### src/rtl/multicycle_ctrl.sv
// ----------------------------------------------------------------------------
// multicycle_ctrl
//
// Purpose:
//   Control sequencer for a multi-cycle RV32I core that supports R-type, I-type
//   ALU, load and store instructions. It walks each instruction through
//   FETCH -> DECODE -> EXEC -> (MEM) -> (WB). It drives the IR and PC enables,
//   the immediate-format select, the ALU operand and op, the register-file
//   write enable and the data-memory strobes. It also keeps a count of
//   retired instructions.
//
// Parameters:
//   INSTRUCTION  instruction / datapath width (32 for RV32I)
//   CNT_W        width of the retired-instruction counter
//
// Ports:
//   clk          clock; all state changes on the rising edge
//   rst          synchronous, active-high reset
//   instruction  IR contents; stable from DECODE until the next FETCH
//   imem_valid   instruction memory data valid (looked at in FETCH only)
//   dmem_ready   data memory access done (looked at in MEM only)
//   imem_req     instruction fetch request (held for the whole fetch wait)
//   ir_en        load IR from imem data (same cycle as imem_valid in FETCH)
//   pc_en        PC <= PC+4; this is the retire strobe
//   imm_sel      0 = I-format immediate, 1 = S-format immediate
//   alu_src      0 = rs2, 1 = immediate
//   alu_ctrl     {op_mod, funct3}
//   reg_we       register-file write enable (WB only)
//   wb_sel       0 = ALU result, 1 = load data
//   dmem_re      data read strobe (held until dmem_ready)
//   dmem_we      data write strobe (held until dmem_ready)
//   illegal      unsupported opcode detected
//   state_o      current state encoding, for debug
//   instret      retired instruction count (wraps)
//
// Configuration macro: ILLEGAL_TRAP_EN
//   defined   : an illegal opcode sends the FSM from DECODE to TRAP. TRAP holds
//               illegal=1 until rst and issues no retire, write or memory strobe.
//   undefined : an illegal opcode is retired as a NOP straight from DECODE,
//               with illegal=1 and pc_en=1 for that one cycle.
// ----------------------------------------------------------------------------
module multicycle_ctrl #(
    parameter int INSTRUCTION = 32,
    parameter int CNT_W       = 32
) (
    input  logic                   clk,
    input  logic                   rst,
    input  logic [INSTRUCTION-1:0] instruction,
    input  logic                   imem_valid,
    input  logic                   dmem_ready,
    output logic                   imem_req,
    output logic                   ir_en,
    output logic                   pc_en,
    output logic                   imm_sel,
    output logic                   alu_src,
    output logic [3:0]             alu_ctrl,
    output logic                   reg_we,
    output logic                   wb_sel,
    output logic                   dmem_re,
    output logic                   dmem_we,
    output logic                   illegal,
    output logic [2:0]             state_o,
    output logic [CNT_W-1:0]       instret
);

    typedef enum logic [2:0] {
        ST_FETCH  = 3'd0,
        ST_DECODE = 3'd1,
        ST_EXEC   = 3'd2,
        ST_MEM    = 3'd3,
        ST_WB     = 3'd4,
        ST_TRAP   = 3'd5
    } state_t;

    localparam logic [6:0] OPC_R = 7'b0110011;
    localparam logic [6:0] OPC_I = 7'b0010011;
    localparam logic [6:0] OPC_L = 7'b0000011;
    localparam logic [6:0] OPC_S = 7'b0100011;

    state_t           state_reg;
    logic [CNT_W-1:0] instret_reg;

    // ------------------------------------------------------------------
    // Instruction decode
    // ------------------------------------------------------------------
    // The IR is held stable from DECODE onward. So the class and ALU
    // control are decoded straight from it, with no extra pipeline register.
    logic [6:0] opcode;
    logic [2:0] funct3;
    logic       funct7_5;
    logic       is_r;
    logic       is_i;
    logic       is_l;
    logic       is_s;
    logic       is_legal;
    logic [3:0] alu_ctrl_dec;

    assign opcode   = instruction[6:0];
    assign funct3   = instruction[14:12];
    assign funct7_5 = instruction[30];

    assign is_r     = (opcode == OPC_R);
    assign is_i     = (opcode == OPC_I);
    assign is_l     = (opcode == OPC_L);
    assign is_s     = (opcode == OPC_S);
    assign is_legal = is_r | is_i | is_l | is_s;

    // Register, operand and immediate fields are consumed by the datapath.
    // This block only needs opcode, funct3 and bit 30.
    logic unused_instr_bits;
    assign unused_instr_bits = ^instruction;

    // For I-type, bit 30 only selects SRAI vs SRLI (funct3 = 101).
    // For every other I-type it is part of the immediate and must not
    // change the op (for example, addi with a negative immediate).
    // Loads and stores always add to compute the address.
    always_comb begin
        alu_ctrl_dec = 4'b0000;
        if (is_r) begin
            alu_ctrl_dec = {funct7_5, funct3};
        end else if (is_i) begin
            alu_ctrl_dec = {(funct3 == 3'b101) ? funct7_5 : 1'b0, funct3};
        end
    end

    // ------------------------------------------------------------------
    // State register and retire counter
    // ------------------------------------------------------------------
    always_ff @(posedge clk) begin
        if (rst) begin
            state_reg   <= ST_FETCH;
            instret_reg <= '0;
        end else begin
            if (pc_en) begin
                instret_reg <= instret_reg + 1'b1;
            end

            case (state_reg)
                ST_FETCH: begin
                    if (imem_valid) begin
                        state_reg <= ST_DECODE;
                    end
                end
                ST_DECODE: begin
                    if (is_legal) begin
                        state_reg <= ST_EXEC;
                    end else begin
`ifdef ILLEGAL_TRAP_EN
                        state_reg <= ST_TRAP;
`else
                        state_reg <= ST_FETCH;
`endif
                    end
                end
                ST_EXEC: begin
                    if (is_l || is_s) begin
                        state_reg <= ST_MEM;
                    end else begin
                        state_reg <= ST_WB;
                    end
                end
                ST_MEM: begin
                    if (dmem_ready) begin
                        state_reg <= is_l ? ST_WB : ST_FETCH;
                    end
                end
                ST_WB: begin
                    state_reg <= ST_FETCH;
                end
                ST_TRAP: begin
`ifdef ILLEGAL_TRAP_EN
                    // Only rst leaves TRAP.
                    state_reg <= ST_TRAP;
`else
                    // TRAP cannot be reached in this build. Recover anyway.
                    state_reg <= ST_FETCH;
`endif
                end
                default: begin
                    state_reg <= ST_FETCH;
                end
            endcase
        end
    end

    // ------------------------------------------------------------------
    // Output decode
    // ------------------------------------------------------------------
    // Outputs come from the registered state plus the held IR. The two
    // handshake replies (ir_en, store pc_en) must also follow the memory
    // inputs in the same cycle, so they cannot be registered.
    // Every output is forced low while rst is high. Then an abort in the
    // middle of an instruction cannot leak a retire, a write or a strobe
    // in the reset cycle.
    always_comb begin
        imem_req = 1'b0;
        ir_en    = 1'b0;
        pc_en    = 1'b0;
        imm_sel  = 1'b0;
        alu_src  = 1'b0;
        alu_ctrl = 4'b0000;
        reg_we   = 1'b0;
        wb_sel   = 1'b0;
        dmem_re  = 1'b0;
        dmem_we  = 1'b0;
        illegal  = 1'b0;

        if (!rst) begin
            // Decoded controls stay valid from DECODE through WB/MEM.
            if (state_reg == ST_DECODE || state_reg == ST_EXEC ||
                state_reg == ST_MEM    || state_reg == ST_WB) begin
                alu_src  = is_i | is_l | is_s;
                imm_sel  = is_s;
                wb_sel   = is_l;
                alu_ctrl = alu_ctrl_dec;
            end

            case (state_reg)
                ST_FETCH: begin
                    imem_req = 1'b1;
                    ir_en    = imem_valid;
                end
                ST_DECODE: begin
                    if (!is_legal) begin
                        illegal = 1'b1;
`ifndef ILLEGAL_TRAP_EN
                        // Treat it as a NOP: retire it straight away.
                        pc_en   = 1'b1;
`endif
                    end
                end
                ST_MEM: begin
                    dmem_re = is_l;
                    dmem_we = is_s;
                    // A store retires on the same cycle its write completes.
                    pc_en   = is_s & dmem_ready;
                end
                ST_WB: begin
                    reg_we = 1'b1;
                    pc_en  = 1'b1;
                end
                ST_TRAP: begin
                    illegal = 1'b1;
                end
                default: begin
                end
            endcase
        end
    end

    assign state_o = state_reg;
    assign instret = instret_reg;

endmodule

### config.mk
export PLATFORM = sky130hd
export DESIGN_NAME = multicycle_ctrl
export DESIGN_NICKNAME = d
export VERILOG_FILES = /design/src/rtl/multicycle_ctrl.sv
export SDC_FILE = /design/constraint.sdc
export NUM_CORES = 1
export LEC_CHECK = 0
export CAP_MARGIN = 20
export CORE_MARGIN = 1
export CORE_UTILIZATION = 42
export CTS_CLUSTER_DIAMETER = 60
export DETAILED_ROUTE_END_ITERATION = 12
export GPL_ROUTABILITY_DRIVEN = 1
export PLACE_DENSITY = 0.9
export SLEW_MARGIN = 0
export SYNTH_ARGS = -nofsm -noshare
export SYNTH_HDL_FRONTEND = slang
export SYNTH_SLANG_ARGS = --single-unit
### constraint.sdc
create_clock -name clk -period 4.9 [get_ports clk]
set_clock_uncertainty 0.1 [all_clocks]
set_input_delay 0.735 -clock clk [delete_from_list [all_inputs] [get_ports clk]]
set_output_delay 0.735 -clock clk [all_outputs]
set_load 0.01 [all_outputs]
-- After elaboration in Yosys (flattened, before gate mapping)
Cells that the tools add are included.
- output and inout bits: 49
- bits in writable memories: 0
- register bits: 35
- ROM bits: 0
- memories: 0
- bits in latches: 0
- word-level logic and storage cells: 59
- input port bits: 36
- reductions and logical operators: 6
- add/subtract/negate cells: 1
- magnitude comparators: 0
- div/mod/pow operators: 0
- bitwise gates (word level): 6
- eq/ne operators: 12
- shift operators: 0
- muxes and demuxes: 32
- $mul: 0
- operators with widths (kind ; count):
    32-bit by 1-bit adder with 32-bit output, second input constant ; 1
    1-bit 2-to-1 mux ; 20
    4-bit 2-to-1 mux ; 4
    7-bit by 6-bit == test with 1-bit output, second input constant ; 2
    3-bit 2-to-1 mux ; 4
    3-bit case mux with 4 select lines ; 1
    3-bit == test, second input constant ; 3
    7-bit by 2-bit == test with 1-bit output, second input constant ; 1
    7-bit by 5-bit == test with 1-bit output, second input constant ; 1
    3-bit by 2-bit == test with 1-bit output, second input constant ; 2
    1-bit bitwise OR ; 5
    1-bit logical OR ; 4
    2-bit inequality test, second input constant ; 2
    3-bit by 1-bit == test with 1-bit output, second input constant ; 1
    3-bit zero test ; 1
    1-bit case mux with 3 select lines ; 1
    2-bit 2-to-1 mux ; 1
    1-bit case mux with 2 select lines ; 1
    2-bit AND reduction ; 1
    1-bit bitwise AND ; 1

-- Longest topological paths before layout
- depth in word-level cells: 7
- depth in mapped cells: 8
- mapped depth without buffers: 6

-- Least setup slack after synthesis
No wires, ideal clock.
- path kind: input -> output
- start: input port instruction[2]
- end: output port pc_en
- buffers on the path: 1
- data required time: 4065 ps
- arrival: 1828 ps
- path slack: 2237 ps
- stages: 5
- cells stage by stage: or4b_4 nor4_4 nor2_2 buf_6 nor2_1
- longest elaborated chain between the ends: 7
- elaborated cells between the ends (all ways): 11
- classes of those cells: eq/ne: 4; mux: 3; bitwise: 4
- ends and longest elaborated chain (what ; RTL line ; source):
    from (decl) ; 48 ; input logic [INSTRUCTION-1:0] instruction,
    7-bit by 6-bit == test with 1-bit output / 7-bit by 5-bit == test with 1-bit output (equally long branches) ; 102, 103 ;
    1-bit bitwise OR (3 in a row) ; 106 ; assign is_legal = is_r | is_i | is_l | is_s;
    1-bit 2-to-1 mux ; 224 ; if (!is_legal) begin
    1-bit case mux with 3 select lines (*) ; 218 ; case (state_reg)
    1-bit 2-to-1 mux (*) ; 208 ; if (!rst) begin
    to (decl) ; 53 ; output logic pc_en,
Mark *: on every way between the ends. The rest lies on a longest branch, timed or not.

-- Worst setup path in the final report
- start: input port instruction[4]
- end: output port pc_en
The elaborated chain is that of the path after synthesis.

==> flow_summary.yaml <==
route:
  post-route-drc-count: 0
  viasPerCell: 5.63
  firstDrtPassIters: 4
  drtIter0Drc: 107
  routed_wl_um: 4740
  vias: 1989
  post_drt_wl_per_cell_um: 13.4
  antenna_left: 0
sta:
  max_freq_ghz: 0.258
  max-slew-margin-rel_pct: 57.3
  worst_pin_slew_ns: 0.633
  finalCriticalPeriod_ns: 3.88
  finalHoldViolCount: 0
  finalMaxSlewViolations: 0
  finalSetupViolCount: 0
  totalNegativeSetupSlack_ns: 0
  rsz0062_at_grt: "no"
  fin_crit_sh_pct: 79.2
run:
  drv_cap: 0
yosys:
  synth_top_cell_area_share_pct: 35.7
  yosysUniqueCellTypes: 40
  ys_ff_latch: 35
  synth-async-reset-ratio_pct: 0
  yosys_warnings: 0
  syn_inst: 240
  synth_area_per_cell_um2: 8.18
  synth_seq_area_share_pct: 35.7
  synthTopCellsByArea: "dfxtp_1, nor2_1, xor2_1"
  syn-cell-area_mm2: 0.00196
  yosysTopAreaCell: "dfxtp_1"
  synthFlopType: "dfxtp_1"
  syn_nets: 277
  synth_edf_count: 0
cells_and_area:
  antennaDiodeCount: 0
  nets: 337
  layout-drive-gt1-share_pct: 6.31
  layout_commonest_cell: "clkdlybuf4s50_1"
  area_growth_pct: 37.6
  layout_common_cells: "clkdlybuf4s50_1, dfxtp_1, nor2_1"
  n_fill_cell: 397
  largest_register_ffs: 32
  final_util_pct: 61.3
die:
  die_area_mm2: 0.00495
  num_rows: 24
  core_mm2: 0.00441
  die_h_um: 70.4
  die_x_um: 70.4
  io_pins: 85
  start_util_pct: 44.5
clock_tree:
  cts_num_sinks: 35
  htreeDepth: 2
  clk_pin_slew_ns: 0.06
  ctsRootBufferMaster: "clkbuf_8"
  clkLatencyLatePin_ns: 0.28
  postCtsSetupBuffers: 0
  ctsResizeCount: 0
  cts_made_buffers: 5
  cts_tree: "yes"
  cts_hold_buf: 0
  cts_buffer_depth: 2
setup_path:
  crit_path_max_fanout: 21
  critPathRequiredTime_ns: 4.07
  cp_cell_sequence: "clkdlybuf4s50_1 > or4b_4 > nor4_4 > buf_4 > nor2_2 > buf_4 > nor2_1 > clkdlybuf4s50_1"
  crit_path_end_kind: "primary output"
  crit_path_start_kind: "primary input"
  max_stage_delay_ns: 0.56
  worstSetupPathType: "in -> out"
  cpMaxStageDelayCell: "or4b_4"
  crit_arrival_ns: 3.05
grt:
  grt_pass1_vias: 1816
  track_usage_pct: 19.1
  grt_use_met2_pct: 33.1
  grt_use_met3_pct: 4.47
  grt_max_degree: 35
  antenna_found_initial: 0
  use_met1_pct: 23.1
  grt.overflow.total: 0
  grt.busiest_layer: "met2"
  grt_pass1_wl_um: 7820
placement:
  gp_congestion: 0.798
  io_buffers: 63
  dp_hpwl_um: 3330
pwr:
  leakage_nw: 0.920
  power.total_mw: 0.567
  p_per_area_mw_per_mm2: 210
  max-vdd-ir-drop_v: 0.000155
min_path:
  hp-class: "reg -> reg"
run_status:
  status: "complete, no violations"
## through the flow
step | setup slack [ns] | cell area (µm²) | hold slack [ns] | cells
final | 1.02 | 2700 | 0.387 | 353
after global routing | 0.912 | 2700 | 0.438 | 353
after CTS | 1.02 | 2700 | 0.387 | 353
after detailed placement | 1.02 | 2620 | 0.378 | 345
after global placement | 1.04 | 2620 | 0.372 | 345
after floorplan | 2.24 | 1960 | 0.402 | 240
## cell type report
cell class / instances / area, µm² / share of cell area, %
Inverter: 6 / 22.5 / 0.833
Tap cell: 52 / 65.1 / 2.41
Multi-Input combinational cell: 184 / 1170 / 43.1
Clock inverter: 1 / 5.00 / 0.185
Sequential cell: 35 / 701 / 25.9
Clock buffer: 7 / 76.3 / 2.82
Timing Repair Buffer: 68 / 668 / 24.7
## critical path, delay by kind of cell
family	cells	cell delay [ns]
buffers and inverters	4	1.47
AND/OR/NAND/NOR	4	0.83
## cells in the mapped netlist, types with 2 or more instances
library cell	number
nor4_1	3
and4_1	3
or4_1	3
nor3_1	5
nand3_1	4
xnor2_1	10
nor2_1	28
nor4b_1	3
buf_4	3
dfxtp_1	35
nand2b_1	2
inv_1	6
o21ai_0	15
or3_1	9
a21oi_1	15
o31ai_1	2
nand2_1	16
nand4_1	8
buf_2	5
clkbuf_1	6
o2111ai_1	8
o211ai_1	7
xor2_1	11
and3_1	10
nor2b_1	8
## worst paths after layout
| check | cells past startpoint | slack [ns] | from | to |
|---|---|---|---|---|
| max | 8 | 1.02 | instruction[4] | pc_en |
| min | 2 | 0.39 | instret[31] | instret[31] |
| max reg2reg | 7 | 2.29 | state_o[1] | instret[19] |
| min reg2reg | 2 | 0.39 | instret[31] | instret[31] |
## routing by layer
metal,share of wire [%],vias to the layer above
li1,-,995
met1,45,926
met5,0,-
met3,5.9,5
met4,0.97,0
met2,48,63
## where the power goes
part | switching (mW) | internal [mW]
clock | 0.100 | 0.0997
sequential | 0.00807 | 0.288
combinational | 0.0357 | 0.0348
total | 0.144 | 0.423
## kinds of logic (layout without fill, tap and decap cells)
family                   after synthesis  in the layout  share of synthesized area, %
XOR/XNOR                              21             21                          9.36
buffers and inverters                 21             82                          5.29
AO/OA/AOI/OAI                         52             52                          17.4
flip-flops                            35             35                          35.7
adder cells (fa/ha/maj)                1              1                         0.637
AND/OR/NAND/NOR                      110            110                          31.7
Note: power is estimated with default switching activity, not from simulation.
